**config.mk**
```make
export PLATFORM = sky130hd
export DESIGN_NAME = bit_scanner_flat
export DESIGN_NICKNAME = d
export VERILOG_FILES = /design/src/rtl/bit_scanner_if.sv /design/src/rtl/bit_scanner.sv /design/src/flat_wrapper.sv
export SDC_FILE = /design/constraint.sdc
export NUM_CORES = 1
export LEC_CHECK = 0
export ABC_AREA = 1
export BUFFER_PORTS_ARGS = -buffer_cell sky130_fd_sc_hd__buf_4
export CORE_UTILIZATION = 58
export DETAILED_ROUTE_END_ITERATION = 7
export PLACE_DENSITY = 0.94
export SLEW_MARGIN = 20
export SYNTH_ARGS = -nofsm -noshare
export SYNTH_HDL_FRONTEND = slang
export SYNTH_SLANG_ARGS = --single-unit
```
**constraint.sdc**
```tcl
create_clock -name clk -period 4.75 [get_ports clk]
set_input_delay 1.1875 -clock clk [delete_from_list [all_inputs] [get_ports clk]]
set_output_delay 1.1875 -clock clk [all_outputs]
set_load 0.005 [all_outputs]
```
**src/rtl/bit_scanner_if.sv**
```systemverilog
// ============================================================================
//  Module      : bit_scanner_if
//  Description : Handshake bundle for bit_scanner. The requester side drives
//                start/in and the downstream out_ready; the scanner side
//                returns ready, the index beat stream and the end-of-scan
//                status (done/zero/count).
//  Modports    : master - requester/consumer (testbench or parent logic)
//                slave  - the bit_scanner itself
//  Revision    : 1.0 - initial release
// ============================================================================
`default_nettype none

interface bit_scanner_if;
  logic        start;      // scan request, honoured only while ready=1
  logic [31:0] in;         // word to scan, sampled on the accepting edge
  logic        ready;      // scanner idle
  logic        out_valid;  // index holds a set-bit position
  logic        out_ready;  // consumer takes the current index
  logic [4:0]  index;      // current bit position
  logic        done;       // one-cycle end-of-scan pulse
  logic        zero;       // scanned word had no set bits
  logic [5:0]  count;      // set bits emitted so far / in last scan

  modport master (
    output start,
    output in,
    output out_ready,
    input  ready,
    input  out_valid,
    input  index,
    input  done,
    input  zero,
    input  count
  );

  modport slave (
    input  start,
    input  in,
    input  out_ready,
    output ready,
    output out_valid,
    output index,
    output done,
    output zero,
    output count
  );
endinterface

`default_nettype wire

```
**src/rtl/bit_scanner.sv**
```systemverilog
// ============================================================================
//  Module      : bit_scanner
//  Description : Scans a 32-bit word LSB-first and emits the position of every
//                set bit, one per valid/ready beat, in ascending order. A clear
//                bit costs one cycle; a set bit holds until accepted. A one-
//                cycle done pulse ends the scan, after which count and zero
//                report the number of emitted bits and the empty-word flag.
//  Ports       : clk  - rising-edge clock
//                rst  - synchronous active-high reset, aborts any scan
//                bus  - bit_scanner_if.slave (start/in/ready, index stream,
//                       done/zero/count status)
//  Revision    : 1.0 - initial release
// ============================================================================
`default_nettype none

module bit_scanner (
  input  wire           clk,
  input  wire           rst,
  bit_scanner_if.slave  bus
);

  localparam logic [4:0] c_last_ptr = 5'd31;

  typedef enum logic [1:0] {
    S_IDLE = 2'd0,
    S_SCAN = 2'd1,
    S_DONE = 2'd2
  } state_t;

  state_t      r_state;
  logic [31:0] r_word;
  logic [4:0]  r_ptr;
  logic [5:0]  r_count;
  logic        r_zero;

  logic        w_bit;
  logic        w_advance;
  logic [5:0]  w_count_next;

  // Bit under the pointer; while it is set the beat is presented downstream.
  assign w_bit = r_word[r_ptr];

  // The pointer moves on when the current bit is finished: a clear bit is
  // finished immediately, a set bit only once the consumer accepts it.
  assign w_advance = (r_state == S_SCAN) && (!w_bit || bus.out_ready);

  // Count including the beat completing on this edge; used so the zero flag
  // at the final bit reflects bit 31 as well.
  assign w_count_next = r_count + {5'd0, w_bit};

  always_ff @(posedge clk) begin
    if (rst) begin
      r_state <= S_IDLE;
      r_word  <= 32'd0;
      r_ptr   <= 5'd0;
      r_count <= 6'd0;
      r_zero  <= 1'b0;
    end else begin
      case (r_state)
        S_IDLE: begin
          if (bus.start) begin
            r_word  <= bus.in;
            r_ptr   <= 5'd0;
            r_count <= 6'd0;
            r_zero  <= 1'b0;
            r_state <= S_SCAN;
          end
        end

        S_SCAN: begin
          if (w_advance) begin
            r_count <= w_count_next;
            // The pointer parks on 31 at the end rather than wrapping.
            if (r_ptr == c_last_ptr) begin
              r_zero  <= (w_count_next == 6'd0);
              r_state <= S_DONE;
            end else begin
              r_ptr <= r_ptr + 5'd1;
            end
          end
        end

        S_DONE: begin
          r_state <= S_IDLE;
        end

        default: begin
          r_state <= S_IDLE;
        end
      endcase
    end
  end

  // Outputs are decoded from registered state only.
  assign bus.ready     = (r_state == S_IDLE);
  assign bus.out_valid = (r_state == S_SCAN) && w_bit;
  assign bus.index     = r_ptr;
  assign bus.done      = (r_state == S_DONE);
  assign bus.zero      = r_zero;
  assign bus.count     = r_count;

endmodule

`default_nettype wire

```
**src/flat_wrapper.sv**
```systemverilog
// flat-port wrapper written by rule: the top's interface ports become plain ports
module bit_scanner_flat 
  (clk, rst, bus_start, bus_in, bus_out_ready, bus_ready, bus_out_valid, bus_index, bus_done, bus_zero, bus_count);
  bit_scanner_if bus_i ();
  input  wire clk;
  input  wire rst;
  input wire logic [$bits(bus_i.start)-1:0] bus_start;
  input wire logic [$bits(bus_i.in)-1:0] bus_in;
  input wire logic [$bits(bus_i.out_ready)-1:0] bus_out_ready;
  output wire logic [$bits(bus_i.ready)-1:0] bus_ready;
  output wire logic [$bits(bus_i.out_valid)-1:0] bus_out_valid;
  output wire logic [$bits(bus_i.index)-1:0] bus_index;
  output wire logic [$bits(bus_i.done)-1:0] bus_done;
  output wire logic [$bits(bus_i.zero)-1:0] bus_zero;
  output wire logic [$bits(bus_i.count)-1:0] bus_count;
  assign bus_i.start = bus_start;
  assign bus_i.in = bus_in;
  assign bus_i.out_ready = bus_out_ready;
  assign bus_ready = bus_i.ready;
  assign bus_out_valid = bus_i.out_valid;
  assign bus_index = bus_i.index;
  assign bus_done = bus_i.done;
  assign bus_zero = bus_i.zero;
  assign bus_count = bus_i.count;
  bit_scanner u_core (.clk(clk), .rst(rst), .bus(bus_i));
endmodule
```
* Word level (Yosys, flattened, before mapping)
Index checks and enable logic that the tools add are counted.
Word-level totals: word-level logic and storage cells 44, input port bits 36, register bits after elaboration 46, output and inout port bits 15
Operators by class: mux-type cells 17, equality and inequality tests 7, add/subtract/negate cells 2, reduce and logical (&&, ||, !) cells 12, order comparisons 1
Operators with widths (number):
- two-way mux 5 bit | 3
- two-way mux 6 bit | 2
- one-hot mux 6 bit (2 select lines) | 1
- one-hot mux 5 bit (2 select lines) | 1
- AND reduction 4 bit | 2
- adder 6 x 1 -> 6 bit | 1
- zero test 6 bit | 1
- < comparator 5 x 6 -> 1 bit (second input constant) | 1
- two-way mux 2 bit | 3
- AND reduction 3 bit | 2
- adder 5 x 1 -> 5 bit (second input constant) | 1
- binary-select mux 1 bit (select 5 bit) | 1
- == test 5 bit (second input constant) | 1
- two-way mux 1 bit | 4
- inequality test 2 x 1 -> 1 bit (second input constant) | 2
- inequality test 2 bit (second input constant) | 2
- one-hot mux 2 bit (2 select lines) | 1
- == test 2 x 1 -> 1 bit (second input constant) | 1
- == test 2 bit (second input constant) | 1
- logical AND 1 bit | 2
- zero test 2 bit | 1
- one-hot mux 1 bit (2 select lines) | 1
- AND reduction 2 bit | 1
- nonzero test 2 bit | 1
- other kinds (2) | 2

* Logic depth before layout (Yosys ltp)
depth in word-level cells 7, depth in mapped cells 18, mapped depth without buffers 16

* Worst setup path before layout
Ideal clock, no wire load.
path kind register -> output, start point register u_core.r_ptr[0] (netlist: u_core.bus.index[0]), end point output bus_out_valid, data arrival time 1.249 ns, required time 3.563 ns, buffers on the path 2, stages on the path, launching flop included 11, setup slack 2.314 ns, cell sequence dfxtp_1 -> buf_6 -> buf_4 -> nand2_1 -> nand3_1 -> nand3_1 -> nand2_1 -> nand2_1 -> nand3_4 -> nand2_1 -> nor2_1
Between the ends: word-level cells in the longest chain between the ends 3
Ends and longest elaborated chain:
- start: declaration | RTL line bit_scanner.sv:32 | logic [4:0] r_ptr;
- start signal: assignment | RTL line bit_scanner.sv:78 | r_ptr <= r_ptr + 5'd1;
- binary-select mux 1 bit (select 5 bit) | RTL line bit_scanner.sv:41 | assign w_bit = r_word[r_ptr];
- two-way mux 1 bit (implied by the code) | RTL line bit_scanner.sv:41
- logical AND 1 bit | RTL line bit_scanner.sv:96 | assign bus.out_valid = (r_state == S_SCAN) && w_bit;
- end: declaration | RTL line flat_wrapper.sv:11 | output wire logic [$bits(bus_i.out_valid)-1:0] bus_out_valid;
No other way between the ends. The select of a mux whose other input is x is not followed.

* Worst setup path in the final report
Same ends and word-level chain as after synthesis.

==> impl_metrics.ini <==
[setup_path]
crit_path_max_fanout = 21
crit_required_ns = 3.56
start_kind = register
cp-end-kind = primary output
arrival_ns = 2.24
cp_top_family = flip-flops
slowest_stage = dfxtp_1
worst-path-buf-inv = 2
path_cells = inv_4 -> nand2_1 -> nand3_1 -> nand3_1 -> nand2_1 -> nand2_1 -> nand3_4 -> nand2_1 -> nor2_1 -> buf_4
cpMostUsedCell = nand2_1
critPathKind = register to primary output
critical-path-max-stage-delay_ns = 0.80

[global_routing]
antenna_found_initial = 0
grt.total_usage = 0.272
grt_max_degree = 44
grt_pass1_vias = 2062
overflow = 0
grt_pass1_wl_microns = 8720

[floorplan]
coreArea_sq_mm = 0.00372
dieArea_sq_mm = 0.00417
start_util = 0.612
die_h_microns = 64.6
fp-row-count = 22
io-pin-count = 51
die_w_microns = 64.6

[cells_and_area]
nNetsFinal = 403
drive_gt1_frac = 0.225
syn2layout_area_growth_pct = 19.6
antenna_cells = 0
final_core_util = 0.732

[cts]
cts_resized = 0
cts_tree = yes
root_buffer = clkbuf_8
clkTransAtPathRegs_ns = 0.08
cts_setup_buffers = 0
cts_buffers = 5
clk_latency_ns = 0.31
holdBufCountCts = 0
clockBufferDepth = 2
h-tree-depth = 2
cts.sinks = 46

[power]
p_leak_nw = 1.23
power_density_mw_per_mm2 = 335
peakVddDrop_mv = 0.251

[logic_synthesis]
synth_top_area_frac = 0.405
synth.avg_cell_area_sq_um = 7.06
syn_nets = 362
syn_area_sq_mm = 0.00227
synth.area.top_cells = dfxtp_1, nor2_1, nand3_1, nand2_1, o21ai_0
synthDistinctLibCells = 28
yosysSeqAreaShare = 0.405
ys_async_sr_fraction = 0
synth_top_cell_by_area = dfxtp_1
postSynthCellCount = 322
synthFlopType = dfxtp_1
synth.most_common_cell = nor2_1
ys_seq_elements = 46
ys_warn_count = 0
synth_edf_count = 0
synth_commonest_cells = nor2_1, nand2_1, dfxtp_1

[route]
post_drt_wl_per_cell_microns = 12.0
via_per_inst = 5.42
dr.first_iter.drc_count = 90
drc = 0
vias = 2234
drt-pass1-iter-count = 4
finalWirelength_microns = 4960
ant_nets = 0

[timing]
setup_viol = 0
timing.final.crit_period_ns = 3.42
drv_slew = 0
clock_skew_ns = 0.00638
finalSetupTns_ns = 0
hold_slack_ns = 0.492
hold_violations = 0
slew_headroom = 0.403
max_slew.worst_pin.slew_ns = 0.895
fmax_ghz = 0.292
period_share = 0.721
grt_setup_unrepaired = no

[status]
status = complete, no violations

[placement]
placement.io_buffers = 50
gp_congestion = 0.850
dp_hpwl_microns = 3470

[run]
cap_violations = 0

[min_path]
hold_class = register to register
-- layout by cell type, fill, tap and decap left out, types with 4 or more instances in the layout --
| cell | instances |
|---|---|
| a21oi_2 | 6 |
| buf_4 | 51 |
| clkbuf_8 | 6 |
| dfxtp_1 | 46 |
| ha_1 | 4 |
| inv_1 | 13 |
| nand2_1 | 54 |
| nand2_2 | 8 |
| nand3_1 | 43 |
| nor2_1 | 77 |
| o21ai_0 | 34 |
-- sequential cells by signal, summed over array words and instances, names as in the netlist --
name	flops
u_core.r_state	2
u_core.bus.zero	1
u_core.bus.index	5
u_core.bus.count	6
u_core.r_word	32
-- worst reg2reg max path, cell delays in order (launching register included) --
cell and delay [ns]:
dfxtp_1 0.80, inv_4 0.21, nand2_1 0.12, nand3_1 0.10, nand3_1 0.13, nand2_1 0.07
nand2_1 0.10, nand3_4 0.11, nand2_1 0.12, inv_1 0.06, ha_1 0.19, ha_1 0.21
xnor2_1 0.19, nand3_1 0.12, nor4_1 0.25, a21oi_1 0.06, nor2_1 0.10
-- per-stage QoR --
stage	setup slack [ns]	area (sq um)	instances	power [mW]
6_report	1.33	2720	412	0.912
4_1_cts	1.36	2720	412	0.915
3_5_place_dp	1.70	2630	404	0.676
3_3_place_gp	1.83	2630	404	0.668
5_1_grt	1.17	2720	412	0.967
2_1_floorplan	2.31	2270	322	0.610
-- power by group --
part	total [mW]	switching (mW)	internal, mW
registers	0.451	0.0327	0.419
clock network	0.243	0.126	0.117
logic	0.218	0.125	0.0923
total	0.912	0.284	0.628
-- worst paths after layout --
check | startpoint | endpoint | slack (ns) | depth (start not counted)
worst min register to register | u_core.r_word[31] | u_core.r_word[31] | 0.49 | 2
worst max register to register | u_core.bus.index[0] | u_core.bus.zero | 1.77 | 16
worst min-delay path | u_core.r_word[31] | u_core.r_word[31] | 0.49 | 2
worst max-delay path | u_core.bus.index[0] | bus_out_valid | 1.33 | 10
-- logic make-up after synthesis --
| group | share of synthesized area |
|---|---|
| buffers and inverters | 0.0699 |
| xor gates and xnor gates | 0.0154 |
| adders and majority gates | 0.0220 |
| and+or+nand+nor | 0.382 |
| AOI/OAI and AO/OA | 0.106 |
| DFF | 0.405 |
-- layout make-up --
type	instances	area, sq um
Clock inverter	1	5.00
Sequential cell	46	921
Fill cell	297	996
Timing Repair Buffer	51	383
Multi-Input combinational cell	242	1190
Tap cell	48	60.1
Inverter	17	71.3
Clock buffer	7	86.3
-- metal layers --
layer,GRT usage,part of all wire,vias to the layer above
met5,0,0,-
met3,0.0546,0.048,19
met2,0.453,0.48,74
li1,-,-,1123
met1,0.319,0.44,1018
met4,0.167,0.036,0
No activity file was read; power rests on OpenSTA's default activity.
